<file path="src/rtl/traffic_pkg.sv">
// Shared definitions for the intersection controllers: pedestrian request
// states, default timing constants and the light-state encoding used by the
// traffic-light FSM.
package traffic_pkg;

  // Pedestrian request controller states.
  typedef enum logic [1:0] {
    IDLE    = 2'b00,
    PENDING = 2'b01,
    WALK    = 2'b10,
    COOL    = 2'b11
  } ped_state_t;

  // Light-state encoding shared with the traffic-light FSM.
  typedef enum logic [1:0] {
    Green  = 2'b00,
    Yellow = 2'b01,
    Red    = 2'b10
  } light_state_t;

  // Default timing, in ms_tick samples and sec_tick seconds.
  localparam int unsigned DEF_DB_TICKS = 20;
  localparam int unsigned DEF_WALK_S   = 10;
  localparam int unsigned DEF_COOL_S   = 15;
  localparam int unsigned DEF_CNT_W    = 6;

  // Width needed to count 0..n-1, never less than one bit.
  function automatic int unsigned cnt_width(input int unsigned n);
    return (n > 1) ? $clog2(n) : 1;
  endfunction

endpackage

</file>
<file path="src/rtl/btn_debounce.sv">
// Push-button front end: 2-flop synchroniser, level debounce sampled on
// ms_tick, and a one-clk press pulse on each accepted 0->1 transition.
module btn_debounce
  import traffic_pkg::*;
#(
  parameter int unsigned DB_TICKS = DEF_DB_TICKS
) (
  input  logic clk,
  input  logic rst,
  input  logic ms_tick,
  input  logic btn_raw,
  output logic press
);

  localparam int unsigned CntW = cnt_width(DB_TICKS);
  localparam logic [CntW-1:0] CntLast = CntW'(DB_TICKS - 1);

  logic            sync_q1;
  logic            btn_s;
  logic            btn_db;
  logic [CntW-1:0] db_cnt;

  // Two-flop synchroniser for the asynchronous button input.
  always_ff @(posedge clk or posedge rst) begin
    if (rst) begin
      sync_q1 <= 1'b0;
      btn_s   <= 1'b0;
    end else begin
      sync_q1 <= btn_raw;
      btn_s   <= sync_q1;
    end
  end

  // Accept a new level only after DB_TICKS consecutive differing samples;
  // press fires in the same clk the debounced level rises.
  always_ff @(posedge clk or posedge rst) begin
    if (rst) begin
      btn_db <= 1'b0;
      db_cnt <= '0;
      press  <= 1'b0;
    end else begin
      press <= 1'b0;
      if (ms_tick) begin
        if (btn_s != btn_db) begin
          if (db_cnt == CntLast) begin
            btn_db <= btn_s;
            db_cnt <= '0;
            press  <= btn_s;
          end else begin
            db_cnt <= db_cnt + 1'b1;
          end
        end else begin
          db_cnt <= '0;
        end
      end
    end
  end

endmodule

</file>
<file path="src/rtl/ped_request_ctrl.sv">
// Pedestrian-crossing request front end. Debounces the push-button, raises
// ped_req towards the light controller, times the walk phase and a cooldown,
// and drives the WAIT/WALK indicators.
// Build option: define PED_WAIT_BLINK_EN to blink wait_led at 0.5 Hz while a
// request is pending; otherwise wait_led is steady while pending.
module ped_request_ctrl
  import traffic_pkg::*;
#(
  parameter int unsigned DB_TICKS = DEF_DB_TICKS,
  parameter int unsigned WALK_S   = DEF_WALK_S,
  parameter int unsigned COOL_S   = DEF_COOL_S,
  parameter int unsigned CNT_W    = DEF_CNT_W
) (
  input  logic             clk,
  input  logic             rst,
  input  logic             ms_tick,
  input  logic             sec_tick,
  input  logic             btn_raw,
  input  logic             ped_ack,
  output logic             ped_req,
  output logic             walk_led,
  output logic             wait_led,
  output logic [CNT_W-1:0] walk_cnt,
  output logic             busy
);

  localparam logic [CNT_W-1:0] WalkLoad = CNT_W'(WALK_S);
  localparam logic [CNT_W-1:0] CoolLoad = CNT_W'(COOL_S);
  localparam logic [CNT_W-1:0] CntOne   = CNT_W'(1);

  ped_state_t       state;
  logic [CNT_W-1:0] sec_cnt;
  logic             press;

  btn_debounce #(
    .DB_TICKS (DB_TICKS)
  ) u_btn_debounce (
    .clk     (clk),
    .rst     (rst),
    .ms_tick (ms_tick),
    .btn_raw (btn_raw),
    .press   (press)
  );

  // Request FSM with registered outputs; each output is written on the edge
  // that enters the state it belongs to.
  always_ff @(posedge clk or posedge rst) begin
    if (rst) begin
      state    <= IDLE;
      sec_cnt  <= '0;
      ped_req  <= 1'b0;
      walk_led <= 1'b0;
      wait_led <= 1'b0;
      walk_cnt <= '0;
      busy     <= 1'b0;
    end else begin
      case (state)
        IDLE: begin
          // A press beats a stray ack arriving in the same clk.
          if (press) begin
            state    <= PENDING;
            ped_req  <= 1'b1;
            wait_led <= 1'b1;
            busy     <= 1'b1;
          end
        end

        PENDING: begin
          if (ped_ack) begin
            state    <= WALK;
            sec_cnt  <= WalkLoad;
            walk_cnt <= WalkLoad;
            ped_req  <= 1'b0;
            wait_led <= 1'b0;
            walk_led <= 1'b1;
          end
`ifdef PED_WAIT_BLINK_EN
          else if (sec_tick) begin
            wait_led <= ~wait_led;
          end
`endif
        end

        WALK: begin
          if (sec_tick) begin
            // <= 1 also covers a zero-length walk, so the count never wraps.
            if (sec_cnt <= CntOne) begin
              state    <= COOL;
              sec_cnt  <= CoolLoad;
              walk_led <= 1'b0;
              walk_cnt <= '0;
            end else begin
              sec_cnt  <= sec_cnt - CntOne;
              walk_cnt <= sec_cnt - CntOne;
            end
          end
        end

        COOL: begin
          // A zero-length cooldown leaves on the next clk without a tick.
          if (sec_cnt == '0) begin
            state <= IDLE;
            busy  <= 1'b0;
          end else if (sec_tick) begin
            if (sec_cnt == CntOne) begin
              state   <= IDLE;
              sec_cnt <= '0;
              busy    <= 1'b0;
            end else begin
              sec_cnt <= sec_cnt - CntOne;
            end
          end
        end

        default: begin
          state    <= IDLE;
          sec_cnt  <= '0;
          ped_req  <= 1'b0;
          walk_led <= 1'b0;
          wait_led <= 1'b0;
          walk_cnt <= '0;
          busy     <= 1'b0;
        end
      endcase
    end
  end

endmodule

</file>
<file path="config.mk">
export PLATFORM = sky130hd
export DESIGN_NAME = ped_request_ctrl
export DESIGN_NICKNAME = d
export VERILOG_FILES = /design/src/rtl/traffic_pkg.sv /design/src/rtl/btn_debounce.sv /design/src/rtl/ped_request_ctrl.sv
export SDC_FILE = /design/constraint.sdc
export NUM_CORES = 1
export LEC_CHECK = 0
export ABC_AREA = 0
export CAP_MARGIN = 5
export CORE_MARGIN = 4
export CORE_UTILIZATION = 62
export CTS_BUF_LIST = sky130_fd_sc_hd__clkbuf_4 sky130_fd_sc_hd__clkbuf_8
export DETAILED_ROUTE_END_ITERATION = 12
export GPL_TIMING_DRIVEN = 0
export PLACE_DENSITY = 0.87
export SYNTH_ARGS = -nofsm -noshare
export SYNTH_HDL_FRONTEND = slang
export SYNTH_SLANG_ARGS = --single-unit
</file>
<file path="constraint.sdc">
create_clock -name clk -period 3.9 [get_ports clk]
set_input_delay 0.975 -clock clk [delete_from_list [all_inputs] [get_ports clk]]
set_output_delay 0.975 -clock clk [all_outputs]
set_load 0.03 [all_outputs]
</file>
# Word level (Yosys, flattened, before mapping)

Cells that the tools add are included.

$add $sub $neg: 2
Magnitude comparators: 1
Eq/ne operators: 14
Muxes and demuxes: 34
Reductions and logical operators: 13

Operators by type and width:

| kind                | count |
|---|---|
| $mux 6              | 8 |
| $pmux 6 s3          | 1 |
| $mux 2              | 7 |
| $pmux 6 s2          | 1 |
| $mux 1              | 11 |
| $mux 5              | 2 |
| $ne 2x2->1 const B  | 5 |
| $reduce_and 3->1    | 3 |
| $pmux 2 s4          | 1 |
| $reduce_and 4->1    | 2 |
| $eq 6x1->1 const B  | 1 |
| $le 6x1->1 const B  | 1 |
| $logic_not 6->1     | 1 |
| $ne 3x3->1 const B  | 2 |
| $pmux 1 s2          | 3 |
| $reduce_and 6->1    | 1 |
| $reduce_bool 2->1   | 3 |
| $sub 6x1->6 const B | 1 |
| $add 5x1->5 const B | 1 |
| $eq 5x5->1 const B  | 1 |
| $reduce_and 5->1    | 1 |
| $eq 2x2->1 const B  | 2 |
| $reduce_bool 3->1   | 1 |
| $eq 2x1->1 const B  | 1 |
| 3 further kinds     | 3 |

Flip-flop bits (word level): 26
Input bits: 6
Word-level logic and storage cells: 75

# Longest topological paths before layout

Gate-level depths: netlist (run 1).

Depth after elaboration: 5
Gate-level depth with buffers: 9
Gate-level depth less buffers: 7

# Hierarchy

Synthesis (run 1) repeated with hierarchy kept, for this count alone.

Cells, all modules: 146
Area, all modules: 1517.7 um^2

Modules (own cells, without submodules):

| module           | instances | cells an instance | area an instance (um^2) |
|---|---|---|---|
| ped_request_ctrl | 1         | 108               | 1072.3 |
| btn_debounce     | 1         | 38                | 445.4 |

# Worst setup path after synthesis (run 1)

OpenSTA, ideal clock, no wires.

Kind: input -> register
Start: input sec_tick
End: register state[1]
Library setup time: 0.125 ns
Data arrival time: 1.876 ns
Data required time: 3.775 ns
Setup slack: 1.900 ns
Stages on the path: 5
Buffers on the path: 0
Path through: nand2_1 a31oi_1 o2111ai_1 and2b_1 mux2_2

Word-level cells in the longest chain between the ends: 2
Elaborated cells between the ends (all ways): 3
Those cells by class: 2 x eq/ne; 1 x reduce/logical

RTL lines:

| what                                                      | line                   | source |
|---|---|---|
| start: declaration                                        | ped_request_ctrl.sv:17 | `input logic sec_tick,` |
| $ne 3x3->1 (no line) / $ne 2x2->1 (equally long branches) | -                      |  |
| $reduce_and 6->1 (no line) (*)                            | -                      |  |
| end signal: assignment                                    | ped_request_ctrl.sv:49 | `state <= IDLE;` |
| end signal: assignment                                    | ped_request_ctrl.sv:61 | `state <= PENDING;` |
| end signal: assignment                                    | ped_request_ctrl.sv:70 | `state <= WALK;` |
| end: declaration                                          | ped_request_ctrl.sv:31 | `ped_state_t state;` |

Mark *: on every way between the ends. The rest lies on a longest branch, timed or not.
A chain may end at the register's enable or synchronous reset.

# Worst setup path in the final report (run 1)

Start: register wait_led
End: output wait_led

RTL lines:

| what                     | line                   | source |
|---|---|---|
| start: declaration       | ped_request_ctrl.sv:22 | `output logic wait_led,` |
| start signal: assignment | ped_request_ctrl.sv:53 | `wait_led <= 1'b0;` |
| start signal: assignment | ped_request_ctrl.sv:63 | `wait_led <= 1'b1;` |
| start signal: assignment | ped_request_ctrl.sv:74 | `wait_led <= 1'b0;` |

No word-level cell between the ends.

==> impl_metrics.json, run 1 <==
{
  "yosys.cell_types.count": 44,
  "synthesis.yosys.warnings": 0,
  "clock_tree.root_cell": "clkbuf_4",
  "drt_drc_violations_left": 0,
  "top_cell_type_by_total_area_after_synthesis": "dfrtp_1",
  "worstPathMaxFanout": 4,
  "vias_per_std_cell": 6.13,
  "pleak_nw": 0.705,
  "maxSlewHeadroom": 0.375,
  "post_cts.resized_instances": 0,
  "antenna-diode-count": 0,
  "post_placement_worst_setup_slack_ns": 1.26,
  "cp_data_arrival_time_ns": 1.49,
  "grt-ovfl-total": 0,
  "nets": 177,
  "ys_ff_latch": 26,
  "criticalPathCategory": "reg2out",
  "synth_enable_flop_cells": 0,
  "regToRegStartpoint": "state[0]",
  "worst-r2r-setup-slack_ns": 1.87,
  "grt_max_degree": 27,
  "clk_path_buf_depth": 2,
  "synthTopCellsByCount": "26 x dfrtp_1, 15 x nand2_1, 13 x inv_1",
  "avgRoutedWirePerCell_um": 14.8,
  "wire_length_of_the_first_global_routing_pass_um": 4920,
  "run_status": "finished clean",
  "finalWeightedCongestion": 0.925,
  "worst_path_max_delay_cell": "clkdlybuf4s50_1",
  "final-instance-count-excl-fill": 189,
  "postLayoutCoreUtil": 0.744,
  "syn-instance-count": 144,
  "hpwl_um": 2220,
  "critical_path_required_ns": 2.92,
  "cts_hold_buf": 0,
  "initial_antenna_violation_count": 0,
  "postRouteWirelength_um": 2800,
  "detailroute.via_count": 1158,
  "fin_worst_skew_ns": 0.0111,
  "syn_area_per_cell_um2": 10.1,
  "post-cts-setup-buffers": 0,
  "worst_setup_path_endpoint": "wait_led",
  "detailedRoute.firstIterationViolations": 33,
  "report.final.slew_viol_count": 0,
  "maxClockFrequency_mhz": 406,
  "tritoncts": "built",
  "total_power_mw": 1.29,
  "die_w_um": 56.3,
  "via_count_of_the_first_global_routing_pass": 1097,
  "dominantRegCellSynth": "dfrtp_1",
  "yosysTopAreaCellShare": 0.449,
  "place.detailed.instances": 186,
  "crit_path_setup_slack_layout_ns": 1.44,
  "die-area_um2": 3170,
  "cts_buffers": 3,
  "ys_async_sr_fraction": 1.00,
  "clock-sinks": 26,
  "drtPass1Iterations": 5,
  "clk-insertion-delay-late_ns": 0.31,
  "power.density_nw_per_um2": 784,
  "synth_top_area_cells": "dfrtp_1 45%, ha_1 6.9%, o31ai_1 4.1%",
  "regToRegEndpoint": "state[1]",
  "mappedNetlistNets": 158,
  "initial_utilization": 0.655,
  "die_height_um": 56.3,
  "place.port_buffers": 14,
  "maxCapViolCount": 0,
  "syn-cell-area_um2": 1450,
  "period_needed_ns": 2.46,
  "startpoint_type": "flip-flop",
  "worst-r2r-cell-count": 7,
  "tns_ns": 0,
  "path_cells": "buf_4, clkdlybuf4s50_1",
  "number_of_hold_slack_violations_in_the_final_timing_report": 0,
  "power.ir.vdd_worst_uv": 552,
  "timing.final.crit_share": 0.631,
  "worstSetupStartpoint": "wait_led",
  "crit_path_end_kind": "output port",
  "clk_transition_reported_paths_ns": 0.14,
  "core.rowCount": 17,
  "core-area_um2": 2210,
  "rsz0062_at_grt": "no",
  "synth.yosys.seq_area_share": 0.449,
  "worst_hold_path_type": "reg2reg",
  "ant_nets": 0,
  "io_pins": 16,
  "h-tree-depth": 1,
  "grt_use_total": 0.195,
  "drive_above_1_share": 0.124,
  "yosysMostFrequentCell": "dfrtp_1",
  "area_growth_syn_to_layout_pct": 13.6,
  "critical_path.max_stage_delay_ns": 0.66,
  "setup_viol_count_final": 0,
  "slew_at_the_pin_with_the_worst_max_slew_slack_ns": 0.937
}
## kinds of logic (layout without fill, tap and decap cells)
| kind of cell | after synthesis | count (layout) | share of synthesized area |
|---|---|---|---|
| xor gates and xnor gates | 5 | 5 | 0.0302 |
| muxes | 4 | 4 | 0.0302 |
| buffers and inverters | 19 | 36 | 0.0648 |
| and+or+nand+nor | 40 | 40 | 0.157 |
| AOI/OAI and AO/OA | 42 | 42 | 0.199 |
| DFF | 26 | 26 | 0.449 |
| adders and majority gates | 8 | 8 | 0.0691 |
## worst min-delay path by stage
stage	from	depth (start not counted)	to	slack, ns
finish	u_btn_debounce.sync_q1	0	u_btn_debounce.btn_s	0.37
global route	u_btn_debounce.sync_q1	0	u_btn_debounce.btn_s	0.40
CTS	u_btn_debounce.sync_q1	0	u_btn_debounce.btn_s	0.38
detailed placement	u_btn_debounce.sync_q1	0	u_btn_debounce.btn_s	0.35
global placement	u_btn_debounce.sync_q1	0	u_btn_debounce.btn_s	0.34
floorplan	u_btn_debounce.sync_q1	0	u_btn_debounce.btn_s	0.33
## layout make-up
class | instances | area (um^2)
inverter | 13 | 48.8
timing repair buffer | 14 | 140
multi-input combinational | 99 | 704
sequential | 26 | 651
tap | 28 | 35.0
clock buffer | 3 | 22.5
fill | 162 | 566
buffer | 6 | 45.0
## metrics by stage
step | hold WS (ns) | area (um^2)
2_1_floorplan | 0.331 | 1450
3_3_place_gp | 0.336 | 1620
3_5_place_dp | 0.354 | 1620
4_1_cts | 0.376 | 1650
5_1_grt | 0.404 | 1650
6_report | 0.372 | 1650
## registers in the layout, indices dropped and copies added (netlist names)
signal                  cells
walk_led                    1
sec_cnt                     6
u_btn_debounce.btn_db       1
u_btn_debounce.sync_q1      1
u_btn_debounce.btn_s        1
walk_cnt                    6
u_btn_debounce.db_cnt       5
u_btn_debounce.press        1
busy                        1
wait_led                    1
state                       2
## layout by cell type (no fill, tap or decap), types with 3 or more instances in the layout
master            n
dfrtp_1          26
xnor2_1           4
ha_1              8
a31oi_1           5
o21ai_0           7
clkdlybuf4s50_1  14
nor2_1            4
o31ai_1           8
o22a_1            3
a21oi_1           5
nand2_1          15
inv_1            13
clkbuf_4          3
mux2_2            3
nand2b_1          5
## worst max-delay path: cells and delay by family, from the launching register on
family / cells / cell delay (ns)
buf+inv: 2 / 0.77
flops: 1 / 0.40
## power by group
group          switching, mW  internal, mW
clock                 0.0738        0.0361
combinational          0.425         0.324
sequential            0.0765         0.356
total                  0.575         0.716
## layer usage
metal  track usage  up-vias  part of all wire
met5             0        -                 0
met4        0.0983        0             0.022
met3        0.0368        8             0.055
met2         0.334       36              0.50
met1         0.232      567              0.42
li1              -      547                 -
No activity file was read; power rests on OpenSTA's default activity.
==> inputs of run 2 (changes only) <==
- CORE_UTILIZATION: 62 -> 58
- PLACE_DENSITY: 0.87 -> 0.82
- clock period: 3.9 -> 2.6 ns (I/O delays scaled with it)
==> run 2 against run 1 <==
  * Worst setup slack lost 0.99 ns
  * Final area rose by 1.8%
  * Worst hold slack barely moved
  * Sequential share of layout area fell by 0.71 points
  * First-iteration DRC count is 110% higher
  * Largest cell class unchanged
  * Highest routed layer unchanged
  * Die area is 5.9% higher
  * Count of clock-buffer cells in the layout unchanged
  * Largest power group unchanged
  * Power increased by 60%
  * Critical path type unchanged
==> impl_metrics.json, run 2 (synthesis results as in run 1) <==
{
  "worst-r2r-setup-slack_ns": 0.58,
  "pleak_nw": 0.719,
  "power.density_nw_per_um2": 1230,
  "slew_at_the_pin_with_the_worst_max_slew_slack_ns": 0.937,
  "wl_met3_um": 164,
  "switching_share": 0.431,
  "worst_hold_path_type": "reg2reg",
  "power.share.clock": 0.137,
  "clk-insertion-delay-late_ns": 0.33,
  "finalWeightedCongestion": 0.842,
  "initial_antenna_violation_count": 0,
  "initial_utilization": 0.631,
  "antenna-diode-count": 0,
  "hold-path-cell-count": 0,
  "core.rowCount": 17,
  "drive_above_1_share": 0.130,
  "power.ir.vdd_worst_uv": 911,
  "startpoint_type": "flip-flop",
  "postLayoutCoreUtil": 0.730,
  "worst_hold_path.endpoint": "u_btn_debounce.btn_s",
  "top_routing_layer_in_use": "met4",
  "avgRoutedWirePerCell_um": 15.5,
  "setup_viol_count_final": 0,
  "worstPathMaxFanout": 4,
  "run_status": "finished clean",
  "clk_path_buf_depth": 2,
  "regToRegStartpoint": "state[0]",
  "tns_ns": 0,
  "grt-ovfl-total": 0,
  "met2WireLength_um": 1420,
  "io_pins": 16,
  "rsz0062_at_grt": "no",
  "final.fill_count": 180,
  "share_seq_of_total_power": 0.314,
  "drtPass1Iterations": 4,
  "crit_path_end_kind": "output port",
  "cts_buffers": 3,
  "via_count_of_the_first_global_routing_pass": 1080,
  "crit_path_setup_slack_layout_ns": 0.448,
  "combPwrFrac": 0.549,
  "die-area_um2": 3360,
  "die_w_um": 58.0,
  "drt_drc_violations_left": 0,
  "core-area_um2": 2300,
  "number_of_hold_slack_violations_in_the_final_timing_report": 0,
  "maxCapViolCount": 0,
  "criticalPathCategory": "reg2out",
  "h-tree-depth": 1,
  "maxSlewHeadroom": 0.375,
  "nets": 177,
  "wire_length_of_the_first_global_routing_pass_um": 5090,
  "ant_nets": 0,
  "grt_max_degree": 27,
  "post_placement_worst_setup_slack_ns": 0.263,
  "clock_tree.root_cell": "clkbuf_4",
  "largest_registers": "sec_cnt: 6 flops, walk_cnt: 6 flops, u_btn_debounce.db_cnt: 5 flops",
  "die_height_um": 58.0,
  "maxClockFrequency_mhz": 465,
  "cp_data_arrival_time_ns": 1.50,
  "postRouteWirelength_um": 2950,
  "internal-power_mw": 1.18,
  "hpwl_um": 2200,
  "clock-sinks": 26,
  "area_growth_syn_to_layout_pct": 15.7,
  "place.port_buffers": 14,
  "report.final.slew_viol_count": 0,
  "detailedRoute.firstIterationViolations": 70,
  "mostFrequentLayoutCell": "dfrtp_1",
  "worst-r2r-cell-count": 7,
  "layout_common_cells": "26 x dfrtp_1, 15 x nand2_1, 14 x clkdlybuf4s50_1, 13 x inv_1",
  "clk_transition_reported_paths_ns": 0.14,
  "net-switching-power_uw": 889,
  "post_cts.resized_instances": 0,
  "detailroute.via_count": 1163,
  "fin_worst_skew_ns": 0.00527,
  "drt-met1-wl_um": 1290,
  "critical_path_required_ns": 1.95,
  "regToRegEndpoint": "state[1]",
  "period_needed_ns": 2.15,
  "cts_hold_buf": 0,
  "tritoncts": "built",
  "hp-start": "u_btn_debounce.sync_q1",
  "vias_per_std_cell": 6.12,
  "grt_use_total": 0.195,
  "timing.final.crit_share": 0.828,
  "post-cts-setup-buffers": 0
}
-- run 2: cell count changes in the layout (fill, tap and decap cells not counted), sizes merged --
cell | before | now
bufinv | 0 | 1
-- run 2: cell type report --
class	count	area (um^2)	share of cell area
well taps	28	35.0	0.0209
clock buffers	3	22.5	0.0134
plain buffers	6	45.0	0.0269
repair buffers	14	140	0.0836
flip-flops and latches	26	651	0.388
inverters	13	48.8	0.0291
multi-input cells	99	704	0.420
clock inverters	1	30.0	0.0179
-- run 2: through the flow --
| step | cell area [um^2] | total power [mW] | hold slack (ns) | std cells |
|---|---|---|---|---|
| finish | 1680 | 2.07 | 0.373 | 190 |
| global route | 1680 | 2.22 | 0.399 | 190 |
| CTS | 1680 | 2.06 | 0.375 | 190 |
| detailed placement | 1620 | 1.77 | 0.343 | 186 |
| global placement | 1620 | 1.73 | 0.332 | 186 |
| floorplan | 1450 | 1.47 | 0.331 | 144 |
-- run 2: per-layer routing --
layer,global-route usage,up-vias
met4,0.0795,0
met2,0.331,43
met5,0,-
met1,0.252,562
met3,0.0223,9
li1,-,549
-- run 2: worst max path at each step --
stage                     slack [ns]        from  depth (start not counted)  endpoint
after floorplan                 0.79  sec_cnt[2]                          5  state[1]
after global placement          0.33    sec_tick                          6  state[1]
after detailed placement        0.26    sec_tick                          6  state[1]
after CTS                       0.44    wait_led                          2  wait_led
after global routing            0.38    wait_led                          2  wait_led
final                           0.45    wait_led                          2  wait_led
-- run 2: power groups by stage --
stage	combinational [mW]	clock, mW	sequential [mW]
global placement	1.08	0	0.647
detailed placement	1.11	0	0.657
finish	1.13	0.283	0.649
global route	1.24	0.311	0.669
floorplan	0.745	0	0.727
CTS	1.13	0.282	0.648
-- run 2: worst max-delay path: stages (launching register included) --
cell	delay, ns
dfrtp_1	0.41
buf_4	0.12
clkdlybuf4s50_1	0.65
